--- config.mk ---
export PLATFORM = sky130hd
export DESIGN_NAME = vfb_pixel_packer
export DESIGN_NICKNAME = d
export VERILOG_FILES = /design/src/rtl/vfb_pkg.sv /design/src/rtl/vfb_pixel_packer.sv
export SDC_FILE = /design/constraint.sdc
export NUM_CORES = 1
export LEC_CHECK = 0
export CAP_MARGIN = 10
export CORE_MARGIN = 2
export CORE_UTILIZATION = 25
export DETAILED_ROUTE_END_ITERATION = 8
export PLACE_DENSITY = 0.43
export SETUP_SLACK_MARGIN = 0.1
export SYNTH_ARGS = -nofsm -noshare
export SYNTH_HDL_FRONTEND = slang
export SYNTH_SLANG_ARGS = --single-unit
--- constraint.sdc ---
create_clock -name clk -period 4 [get_ports clk]
set_input_delay 0.4 -clock clk [delete_from_list [all_inputs] [get_ports clk]]
set_output_delay 0.4 -clock clk [all_outputs]
set_load 0.02 [all_outputs]
--- src/rtl/vfb_pkg.sv ---
// Shared types and widths for the video frame-buffer pixel packer.
package vfb_pkg;

   localparam int CNT_W  = 12;
   localparam int PIX_W  = 16;
   localparam int WORD_W = 32;

   localparam logic [CNT_W-1:0] CNT_ZERO = {CNT_W{1'b0}};
   localparam logic [CNT_W-1:0] CNT_ONE  = {{(CNT_W-1){1'b0}}, 1'b1};
   localparam logic [CNT_W-1:0] CNT_MAX  = {CNT_W{1'b1}};

   typedef enum logic [0:0] {
      ST_WAIT_VS = 1'b0,
      ST_FRAME   = 1'b1
   } state_e;

   // Increment that sticks at the all-ones value instead of wrapping.
   function automatic logic [CNT_W-1:0] sat_inc(input logic [CNT_W-1:0] v);
      logic [CNT_W-1:0] r;
      if (v == CNT_MAX) begin
         r = v;
      end else begin
         r = v + CNT_ONE;
      end
      return r;
   endfunction

endpackage

--- src/rtl/vfb_pixel_packer.sv ---
// Packs pairs of RGB565 pixels into 32-bit words for a frame buffer and
// checks line/frame geometry against the expected resolution.
module vfb_pixel_packer
   import vfb_pkg::*;
#(
   parameter int H_RES = 640,
   parameter int V_RES = 480
) (
   input  logic              clk,
   input  logic              rst_n,
   input  logic              vs_n,
   input  logic              de,
   input  logic [PIX_W-1:0]  data,
   input  logic              wr_full,
   input  logic              err_clr,
   output logic              wr_en,
   output logic [WORD_W-1:0] wr_data,
   output logic              wr_sof,
   output logic              frame_done,
   output logic [CNT_W-1:0]  last_h_cnt,
   output logic [CNT_W-1:0]  last_v_cnt,
   output logic              err_line,
   output logic              err_frame,
   output logic              err_ovf
);

   localparam logic [CNT_W-1:0] H_RES_C = CNT_W'(H_RES);
   localparam logic [CNT_W-1:0] V_RES_C = CNT_W'(V_RES);

   // input stage and its one-cycle-delayed copy
   logic              vs_s1_q, de_s1_q, vs_prev_q, de_prev_q;
   logic [PIX_W-1:0]  data_s1_q;

   state_e            state_q, state_d;
   logic [CNT_W-1:0]  pix_cnt_q, pix_cnt_d;
   logic [CNT_W-1:0]  line_cnt_q, line_cnt_d;
   logic [PIX_W-1:0]  half_q, half_d;
   logic              half_vld_q, half_vld_d;
   logic              wr_vld_q, wr_vld_d;
   logic [WORD_W-1:0] wr_data_q, wr_data_d;
   logic              sof_pend_q, sof_pend_d;
   logic              frame_done_q, frame_done_d;
   logic [CNT_W-1:0]  last_h_q, last_h_d;
   logic [CNT_W-1:0]  last_v_q, last_v_d;
   logic              err_line_q, err_line_d;
   logic              err_frame_q, err_frame_d;
   logic              err_ovf_q, err_ovf_d;

   logic              vs_fall, de_rise, de_fall, pix_vld, wr_take;
   logic              line_set, frame_set, ovf_set;
   logic [CNT_W-1:0]  line_total;

   // Register sync/valid/data once; keep the previous S1 sample for edges.
   always_ff @(posedge clk or negedge rst_n) begin
      if (!rst_n) begin
         vs_s1_q   <= 1'b1;
         de_s1_q   <= 1'b0;
         data_s1_q <= {PIX_W{1'b0}};
         vs_prev_q <= 1'b1;
         de_prev_q <= 1'b0;
      end else begin
         vs_s1_q   <= vs_n;
         de_s1_q   <= de;
         data_s1_q <= data;
         vs_prev_q <= vs_s1_q;
         de_prev_q <= de_s1_q;
      end
   end

   // Edge strobes; pixels during vertical sync or before lock are ignored.
   always_comb begin
      vs_fall = vs_prev_q & ~vs_s1_q;
      de_rise = de_s1_q & ~de_prev_q;
      de_fall = ~de_s1_q & de_prev_q;
      pix_vld = (state_q == ST_FRAME) & de_s1_q & vs_s1_q;
      wr_take = wr_vld_q & ~wr_full;
   end

   // Next-state for FSM, packing, geometry counters and sticky errors.
   always_comb begin
      state_d      = state_q;
      pix_cnt_d    = pix_cnt_q;
      line_cnt_d   = line_cnt_q;
      half_d       = half_q;
      half_vld_d   = half_vld_q;
      wr_vld_d     = 1'b0;
      wr_data_d    = wr_data_q;
      frame_done_d = 1'b0;
      last_h_d     = last_h_q;
      last_v_d     = last_v_q;
      line_set     = 1'b0;
      frame_set    = 1'b0;
      line_total   = line_cnt_q;
      case (state_q)
         ST_WAIT_VS: begin
            if (vs_fall) begin
               state_d    = ST_FRAME;
               line_cnt_d = CNT_ZERO;
               pix_cnt_d  = CNT_ZERO;
               half_vld_d = 1'b0;
            end else begin
               state_d = ST_WAIT_VS;
            end
         end
         ST_FRAME: begin
            state_d = ST_FRAME;
            // a new line restarts the count, counting its first pixel if present
            if (de_rise) begin
               pix_cnt_d = pix_vld ? CNT_ONE : CNT_ZERO;
            end else if (pix_vld) begin
               pix_cnt_d = sat_inc(pix_cnt_q);
            end else begin
               pix_cnt_d = pix_cnt_q;
            end
            if (pix_vld) begin
               if (half_vld_q && !de_rise) begin
                  wr_vld_d   = 1'b1;
                  wr_data_d  = {data_s1_q, half_q};
                  half_vld_d = 1'b0;
               end else begin
                  half_d     = data_s1_q;
                  half_vld_d = 1'b1;
               end
            end else if (de_fall && half_vld_q) begin
               wr_vld_d   = 1'b1;
               wr_data_d  = {{PIX_W{1'b0}}, half_q};
               half_vld_d = 1'b0;
            end else begin
               half_vld_d = half_vld_q;
            end
            // line completes first so a coincident frame edge sees it
            if (de_fall) begin
               last_h_d   = pix_cnt_q;
               line_total = sat_inc(line_cnt_q);
               line_set   = (pix_cnt_q != H_RES_C);
            end else begin
               line_total = line_cnt_q;
            end
            if (vs_fall) begin
               last_v_d     = line_total;
               frame_done_d = 1'b1;
               frame_set    = (line_total != V_RES_C);
               line_cnt_d   = CNT_ZERO;
               half_vld_d   = 1'b0;
               wr_vld_d     = 1'b0;
            end else begin
               line_cnt_d = line_total;
            end
         end
         default: begin
            state_d = ST_WAIT_VS;
         end
      endcase
      // a new frame re-arms start-of-frame; it survives dropped words
      if (vs_fall) begin
         sof_pend_d = 1'b1;
      end else if (wr_take) begin
         sof_pend_d = 1'b0;
      end else begin
         sof_pend_d = sof_pend_q;
      end
      ovf_set     = wr_vld_q & wr_full;
      err_line_d  = line_set  | (err_line_q  & ~err_clr);
      err_frame_d = frame_set | (err_frame_q & ~err_clr);
      err_ovf_d   = ovf_set   | (err_ovf_q   & ~err_clr);
   end

   // State and datapath registers.
   always_ff @(posedge clk or negedge rst_n) begin
      if (!rst_n) begin
         state_q      <= ST_WAIT_VS;
         pix_cnt_q    <= CNT_ZERO;
         line_cnt_q   <= CNT_ZERO;
         half_q       <= {PIX_W{1'b0}};
         half_vld_q   <= 1'b0;
         wr_vld_q     <= 1'b0;
         wr_data_q    <= {WORD_W{1'b0}};
         sof_pend_q   <= 1'b0;
         frame_done_q <= 1'b0;
         last_h_q     <= CNT_ZERO;
         last_v_q     <= CNT_ZERO;
         err_line_q   <= 1'b0;
         err_frame_q  <= 1'b0;
         err_ovf_q    <= 1'b0;
      end else begin
         state_q      <= state_d;
         pix_cnt_q    <= pix_cnt_d;
         line_cnt_q   <= line_cnt_d;
         half_q       <= half_d;
         half_vld_q   <= half_vld_d;
         wr_vld_q     <= wr_vld_d;
         wr_data_q    <= wr_data_d;
         sof_pend_q   <= sof_pend_d;
         frame_done_q <= frame_done_d;
         last_h_q     <= last_h_d;
         last_v_q     <= last_v_d;
         err_line_q   <= err_line_d;
         err_frame_q  <= err_frame_d;
         err_ovf_q    <= err_ovf_d;
      end
   end

   assign wr_en      = wr_take;
   assign wr_sof     = wr_take & sof_pend_q;
   assign wr_data    = wr_data_q;
   assign frame_done = frame_done_q;
   assign last_h_cnt = last_h_q;
   assign last_v_cnt = last_v_q;
   assign err_line   = err_line_q;
   assign err_frame  = err_frame_q;
   assign err_ovf    = err_ovf_q;

endmodule
Yosys cells after proc, flatten, opt, wreduce, memory -nomap -nowiden
Cells that the tools add are included.
{ "classes": {"add_sub_neg": 2, "mux": 34, "n_reduce_logical": 11, "n_eq_ne": 9, "n_bitwise": 21} }
{ "op_table": {"columns": ["cell", "n"], "rows": [
  ["$mux 12", 8],
  ["$mux 32", 3],
  ["$pmux 12 s2", 2],
  ["$add 12x1->12 const B", 2],
  ["$eq 12x12->1 const B", 2],
  ["$mux 1", 19],
  ["$ne 12x10->1 const B", 1],
  ["$ne 12x9->1 const B", 1],
  ["$and 1x1->1", 11],
  ["$reduce_and 3->1", 3],
  ["$not 1->1", 7],
  ["$reduce_and 2->1", 3],
  ["$ne 4x1->1 const B", 1],
  ["$pmux 1 s2", 2],
  ["$reduce_bool 2->1", 2],
  ["$ne 3x1->1 const B", 1],
  ["$ne 3x3->1 const B", 1],
  ["$or 1x1->1", 3],
  ["$logic_and 1x1->1", 2],
  ["$ne 2x1->1 const B", 1],
  ["$ne 2x2->1 const B", 1],
  ["$logic_not 1->1", 1]
]} }
{ "word_totals": {"reg_bits": 124, "word_cells": 96} }

Logic depth before layout (Yosys ltp)
{ "logic_depth": {"word_depth": 8, "ltp_mapped": 7, "depth_no_buf": 6} }

Worst setup path before layout
Ideal clock, no wire load.
{ "synth_path": {"kind": "reg-to-reg", "from": "register pix_cnt_q[0]", "to": "register pix_cnt_q[9]", "stages_incl_launch_ff": 7, "synth_period_minus_slack_ns": 1.930, "arrival_ns": 1.852, "setup_slack_ns": 2.070, "setup_time_ns": 0.078, "n_path_buf": 0, "required_ns": 3.922, "cell_sequence": "dfrtp_1 ha_1 and4_1 and4_4 o21ba_4 or4_1 a21oi_1"} }
{ "synth_via": {"elab_chain_cells": 5, "elab_cells_between_ends": 8, "cone_classes": "add/sub (1); eq/ne (2); mux (4); reduce/logical (1)"} }
{ "synth_lines": {"columns": ["element", "line_no", "text"], "rows": [
  ["start, declared", "vfb_pixel_packer.sv:35", "logic [CNT_W-1:0] pix_cnt_q, pix_cnt_d;"],
  ["start signal, assigned", "vfb_pixel_packer.sv:187", "pix_cnt_q <= pix_cnt_d;"],
  ["$add 12x1->12", "vfb_pkg.sv:23", "r = v + CNT_ONE;"],
  ["$mux 12", "vfb_pkg.sv:20", "if (v == CNT_MAX) begin"],
  ["$mux 12", "vfb_pixel_packer.sv:110", "end else if (pix_vld) begin"],
  ["$mux 12", "vfb_pixel_packer.sv:108", "if (de_rise) begin"],
  ["$pmux 12 s2", "vfb_pixel_packer.sv:94", "case (state_q)"]
]} }
Parallel ways exist; a longest one is shown, timed or not. The select of a mux whose other input is x is not followed.
A chain may end at the register's enable or synchronous reset.

Worst setup path after layout
{ "layout_path": {"from": "register line_cnt_q[0]", "to": "register err_frame_q, in the netlist err_frame"} }
{ "layout_via": {"elab_chain_cells": 8, "elab_cells_between_ends": 9, "cone_classes": "add/sub (1); eq/ne (2); mux (5); bitwise (1)"} }
{ "layout_lines": {"columns": ["element", "line_no", "text"], "rows": [
  ["start, declared", "vfb_pixel_packer.sv:36", "logic [CNT_W-1:0] line_cnt_q, line_cnt_d;"],
  ["start signal, assigned", "vfb_pixel_packer.sv:188", "line_cnt_q <= line_cnt_d;"],
  ["$add 12x1->12 or $eq 12x12->1 (tied branches)", "vfb_pkg.sv:23, vfb_pkg.sv:20", null],
  ["$mux 12", "vfb_pkg.sv:20", null],
  ["$mux 12 *", "vfb_pixel_packer.sv:132", "if (de_fall) begin"],
  ["$mux 12 *", "vfb_pixel_packer.sv:94", null],
  ["$ne 12x9->1 *", "vfb_pixel_packer.sv:142", "frame_set = (line_total != V_RES_C);"],
  ["$mux 1 *", "vfb_pixel_packer.sv:139", "if (vs_fall) begin"],
  ["$mux 1 *", "vfb_pixel_packer.sv:94", null],
  ["$or 1x1->1 *", "vfb_pixel_packer.sv:164", "err_frame_d = frame_set | (err_frame_q & ~err_clr);"],
  ["via err_frame_d", "vfb_pixel_packer.sv:46", "logic err_frame_q, err_frame_d;"],
  ["end signal, assigned", "vfb_pixel_packer.sv:198", "err_frame_q <= err_frame_d;"],
  ["end, declared", "vfb_pixel_packer.sv:46", null]
]} }
Mark *: on every way through the listed nets, which the timed path passes. The rest lies on a longest branch. The select of a mux whose other input is x is not followed.

==> impl_metrics.xml <==
<?xml version="1.0" encoding="UTF-8"?>
<metrics>
  <group name="worst_setup_path">
    <metric name="destination_of_the_critical_timing_path" unit="">err_frame</metric>
    <metric name="critical_path.reg2reg.endpoint" unit="">err_frame</metric>
    <metric name="setup.worst_path.class" unit="">reg2reg</metric>
    <metric name="timing.reg2reg.setup_slack" unit="ps">1560</metric>
    <metric name="critPathLaunch" unit="">line_cnt_q[0]</metric>
    <metric name="critPathRequiredTime" unit="ps">4280</metric>
    <metric name="r2r_cells" unit="">6</metric>
    <metric name="worst_setup_path_end_kind" unit="">register</metric>
    <metric name="startpoint_type" unit="">register</metric>
    <metric name="reg2reg_start" unit="">line_cnt_q[0]</metric>
    <metric name="path_max_fanout" unit="">11</metric>
    <metric name="wp_data_arrival" unit="ps">2720</metric>
  </group>
  <group name="synthesis">
    <metric name="mappedNetlistNets" unit="">453</metric>
    <metric name="synth-edff-count" unit="">0</metric>
    <metric name="synth_top_area_cell" unit="">sky130_fd_sc_hd__dfrtp_1</metric>
    <metric name="yosys_warnings" unit="">0</metric>
    <metric name="async_reset_ff_frac" unit="">1.00</metric>
    <metric name="yosys.area.top_type_share" unit="">0.590</metric>
    <metric name="synth-seq-area-share" unit="">0.600</metric>
    <metric name="netlist_instances" unit="">428</metric>
    <metric name="postSynthRegisterBits" unit="">124</metric>
    <metric name="synth_cell_types" unit="">49</metric>
    <metric name="synthesis.area_per_instance" unit="µm²">12.1</metric>
    <metric name="synth_ff_type" unit="">sky130_fd_sc_hd__dfrtp_1</metric>
    <metric name="yosys-top-cells-area" unit="">sky130_fd_sc_hd__dfrtp_1 59%, sky130_fd_sc_hd__mux2_2 9.8%, sky130_fd_sc_hd__nand2_1 3.0%, sky130_fd_sc_hd__a22o_1 2.9%, sky130_fd_sc_hd__o21ai_0 2.0%</metric>
    <metric name="synthesis.area" unit="µm²">5170</metric>
  </group>
  <group name="layout">
    <metric name="syn_to_final_growth" unit="%">32.7</metric>
    <metric name="post_layout_nonfiller_instances" unit="">791</metric>
    <metric name="postLayoutCellArea" unit="µm²">6870</metric>
    <metric name="layout.cells.most_common" unit="">sky130_fd_sc_hd__dfrtp_1</metric>
    <metric name="antennaDiodeCount" unit="">0</metric>
    <metric name="sequential_cell_area" unit="µm²">3110</metric>
    <metric name="post_route_cells_drive_above_1_share" unit="">0.173</metric>
    <metric name="nets_final" unit="">537</metric>
    <metric name="fillers" unit="">2040</metric>
    <metric name="layout.core_utilization" unit="">0.338</metric>
    <metric name="layout_common_cells" unit="">122 x sky130_fd_sc_hd__dfrtp_1, 82 x sky130_fd_sc_hd__clkdlybuf4s50_1, 45 x sky130_fd_sc_hd__mux2_2, 42 x sky130_fd_sc_hd__nand2_1, 21 x sky130_fd_sc_hd__o21ai_0</metric>
    <metric name="multi_input_area" unit="µm²">1930</metric>
  </group>
  <group name="sta">
    <metric name="grt_setup_unrepaired" unit="">no</metric>
    <metric name="fin_tns_setup" unit="ps">0</metric>
    <metric name="final.setup_skew" unit="ps">3.38</metric>
    <metric name="worst-slew-pin-transition" unit="ps">1130</metric>
    <metric name="final_period_minus_worst_setup_slack" unit="ps">2440</metric>
    <metric name="worst_slew_margin_rel" unit="">0.244</metric>
    <metric name="slew_violations" unit="">0</metric>
    <metric name="share_of_the_clock_period_used_by_the_worst_path" unit="">0.609</metric>
    <metric name="setup-violations-final" unit="">0</metric>
    <metric name="setup_slack" unit="ps">1560</metric>
    <metric name="max_freq" unit="GHz">0.411</metric>
    <metric name="final_hold_viol_count" unit="">0</metric>
    <metric name="finalHoldWorstSlack" unit="ps">157</metric>
  </group>
  <group name="clock_network">
    <metric name="tritoncts" unit="">built</metric>
    <metric name="clock-root-buffer" unit="">sky130_fd_sc_hd__clkbuf_16</metric>
    <metric name="clkSinkCount" unit="">124</metric>
    <metric name="clockBufferDepth" unit="">2</metric>
    <metric name="cts_hold_buf" unit="">0</metric>
    <metric name="insertion_delay" unit="ps">410</metric>
    <metric name="cts_setup_buffers" unit="">0</metric>
    <metric name="htreeDepth" unit="">4</metric>
    <metric name="cts_made_buffers" unit="">17</metric>
    <metric name="cts.repair.resized" unit="">0</metric>
    <metric name="clk_pin_slew_worst_paths" unit="ps">50</metric>
  </group>
  <group name="placement">
    <metric name="finalWeightedCongestion" unit="">0.842</metric>
    <metric name="detailed_place.area" unit="µm²">6280</metric>
    <metric name="dp.cells" unit="">763</metric>
    <metric name="placement.setup.worst_slack" unit="ps">1570</metric>
    <metric name="io_buffers" unit="">83</metric>
    <metric name="hpwlAfterDp" unit="µm">8170</metric>
  </group>
  <group name="power_and_ir_drop">
    <metric name="power_leakage" unit="nW">2.95</metric>
    <metric name="cellPowerDensity" unit="nW/µm²">565</metric>
    <metric name="totalPowerFinal" unit="mW">3.88</metric>
    <metric name="power.ir.vdd_worst" unit="mV">0.311</metric>
  </group>
  <group name="global_route">
    <metric name="grt_most_used_layer" unit="">met2</metric>
    <metric name="global_route_wire_length_before_repair" unit="µm">20100</metric>
    <metric name="grtUsageMet3" unit="">0.0494</metric>
    <metric name="grtUsageMet2" unit="">0.172</metric>
    <metric name="grt_pass1_vias" unit="">3727</metric>
    <metric name="gr-usage-met1" unit="">0.158</metric>
    <metric name="grt_start_max_net_pins" unit="">80</metric>
    <metric name="grt_use_total" unit="">0.119</metric>
    <metric name="overflow" unit="">0</metric>
    <metric name="initial_antenna_violation_count" unit="">0</metric>
  </group>
  <group name="route">
    <metric name="drt_iter0_markers" unit="">226</metric>
    <metric name="drt_drc_violations_left" unit="">0</metric>
    <metric name="via_per_inst" unit="">4.54</metric>
    <metric name="detail_route.first_pass.iterations" unit="">4</metric>
    <metric name="route.detailed.wl_per_inst" unit="µm">15.4</metric>
    <metric name="total_length_of_routed_wires" unit="µm">12200</metric>
    <metric name="vias" unit="">3590</metric>
    <metric name="drtAntennaViolNets" unit="">0</metric>
  </group>
  <group name="floorplan">
    <metric name="floorplan.die_area" unit="µm²">21900</metric>
    <metric name="core-area" unit="µm²">20300</metric>
    <metric name="floorplan.rows" unit="">52</metric>
    <metric name="die_outline_height" unit="µm">148</metric>
    <metric name="ioPinCount" unit="">84</metric>
    <metric name="dieWidth" unit="µm">148</metric>
    <metric name="initial_core_util" unit="">0.255</metric>
  </group>
  <group name="job">
    <metric name="maxCapViolCount" unit="">0</metric>
  </group>
  <group name="hold_path">
    <metric name="holdCritPathClass" unit="">in2async</metric>
  </group>
  <group name="run_status">
    <metric name="status" unit="">finished clean</metric>
  </group>
</metrics>
==> registers in the layout, summed over array words and instances (netlist names) <==
| name | flops |
|---|---|
| last_v_cnt | 12 |
| err_ovf | 1 |
| half_vld_q | 1 |
| err_frame | 1 |
| err_line | 1 |
| state_q | 1 |
| line_cnt_q | 12 |
| wr_vld_q | 1 |
| sof_pend_q | 1 |
| last_h_cnt | 12 |
| frame_done | 1 |
| de_s1_q | 1 |
| vs_s1_q | 1 |
| data_s1_q | 16 |
| vs_prev_q | 1 |
| de_prev_q | 1 |
| half_q | 16 |
| wr_data | 32 |
| pix_cnt_q | 12 |
==> power by group <==
part / internal [mW] / switching, mW / total (mW)
Sequential: 1.45 / 0.127 / 1.58
Combinational: 0.393 / 0.370 / 0.763
Clock: 1.01 / 0.528 / 1.54
==> final cells by class <==
cell class	count	area share
multi-input cells	270	0.280
well taps	270	0.0492
repair buffers	89	0.127
clock inverters	7	0.0169
flip-flops and latches	124	0.452
clock buffers	21	0.0685
inverters	10	0.00547
==> worst min-delay path by stage <==
stage	start	to	slack (ps)
6_report	rst_n	err_line	160
5_1_grt	rst_n	err_line	240
4_1_cts	rst_n	err_line	210
3_5_place_dp	vs_s1_q	vs_prev_q	400
3_3_place_gp	vs_s1_q	vs_prev_q	390
2_1_floorplan	rst_n	data_s1_q[0]	100
==> cells in the mapped netlist (all sizes together) (2+ instances only) <==
library cell  number
dfrtp            122
mux2              45
nand2             42
o21ai             21
nor2              20
a22o              17
nand3             15
buf               14
a21oi             12
clkbuf            10
inv               10
nand4              8
nand2b             7
xor2               7
and3               6
mux2i              6
nor3               6
nor4               6
o31ai              6
xnor2              5
and4               4
or3                4
or4                4
a31oi              3
and2               3
ha                 3
nor2b              3
a21o               2
a41oi              2
dfstp              2
nand3b             2
==> worst max-delay path, stage by stage, from the launching register on <==
cell,delay [ps]
sky130_fd_sc_hd__dfrtp_1,490
sky130_fd_sc_hd__ha_1,470
sky130_fd_sc_hd__nand3b_1,230
sky130_fd_sc_hd__nor4_1,340
sky130_fd_sc_hd__mux2_2,400
sky130_fd_sc_hd__nor4_1,250
sky130_fd_sc_hd__a31oi_1,110
==> kinds of logic after synthesis <==
family                     Yosys count  synth area share
adders and majority gates            3           0.00725
AOI/OAI and AO/OA                   70            0.0970
buffers and inverters               34            0.0312
xor gates and xnor gates            12            0.0203
DFF                                124             0.600
muxes                               51             0.110
and+or+nand+nor                    134             0.135
==> routing by layer <==
metal	vias to the layer above	wire, µm
li1	1689	-
met1	1791	5740
met2	98	5340
met3	12	914
met4	0	174
met5	-	0
Power figures use the tool's default switching activity.
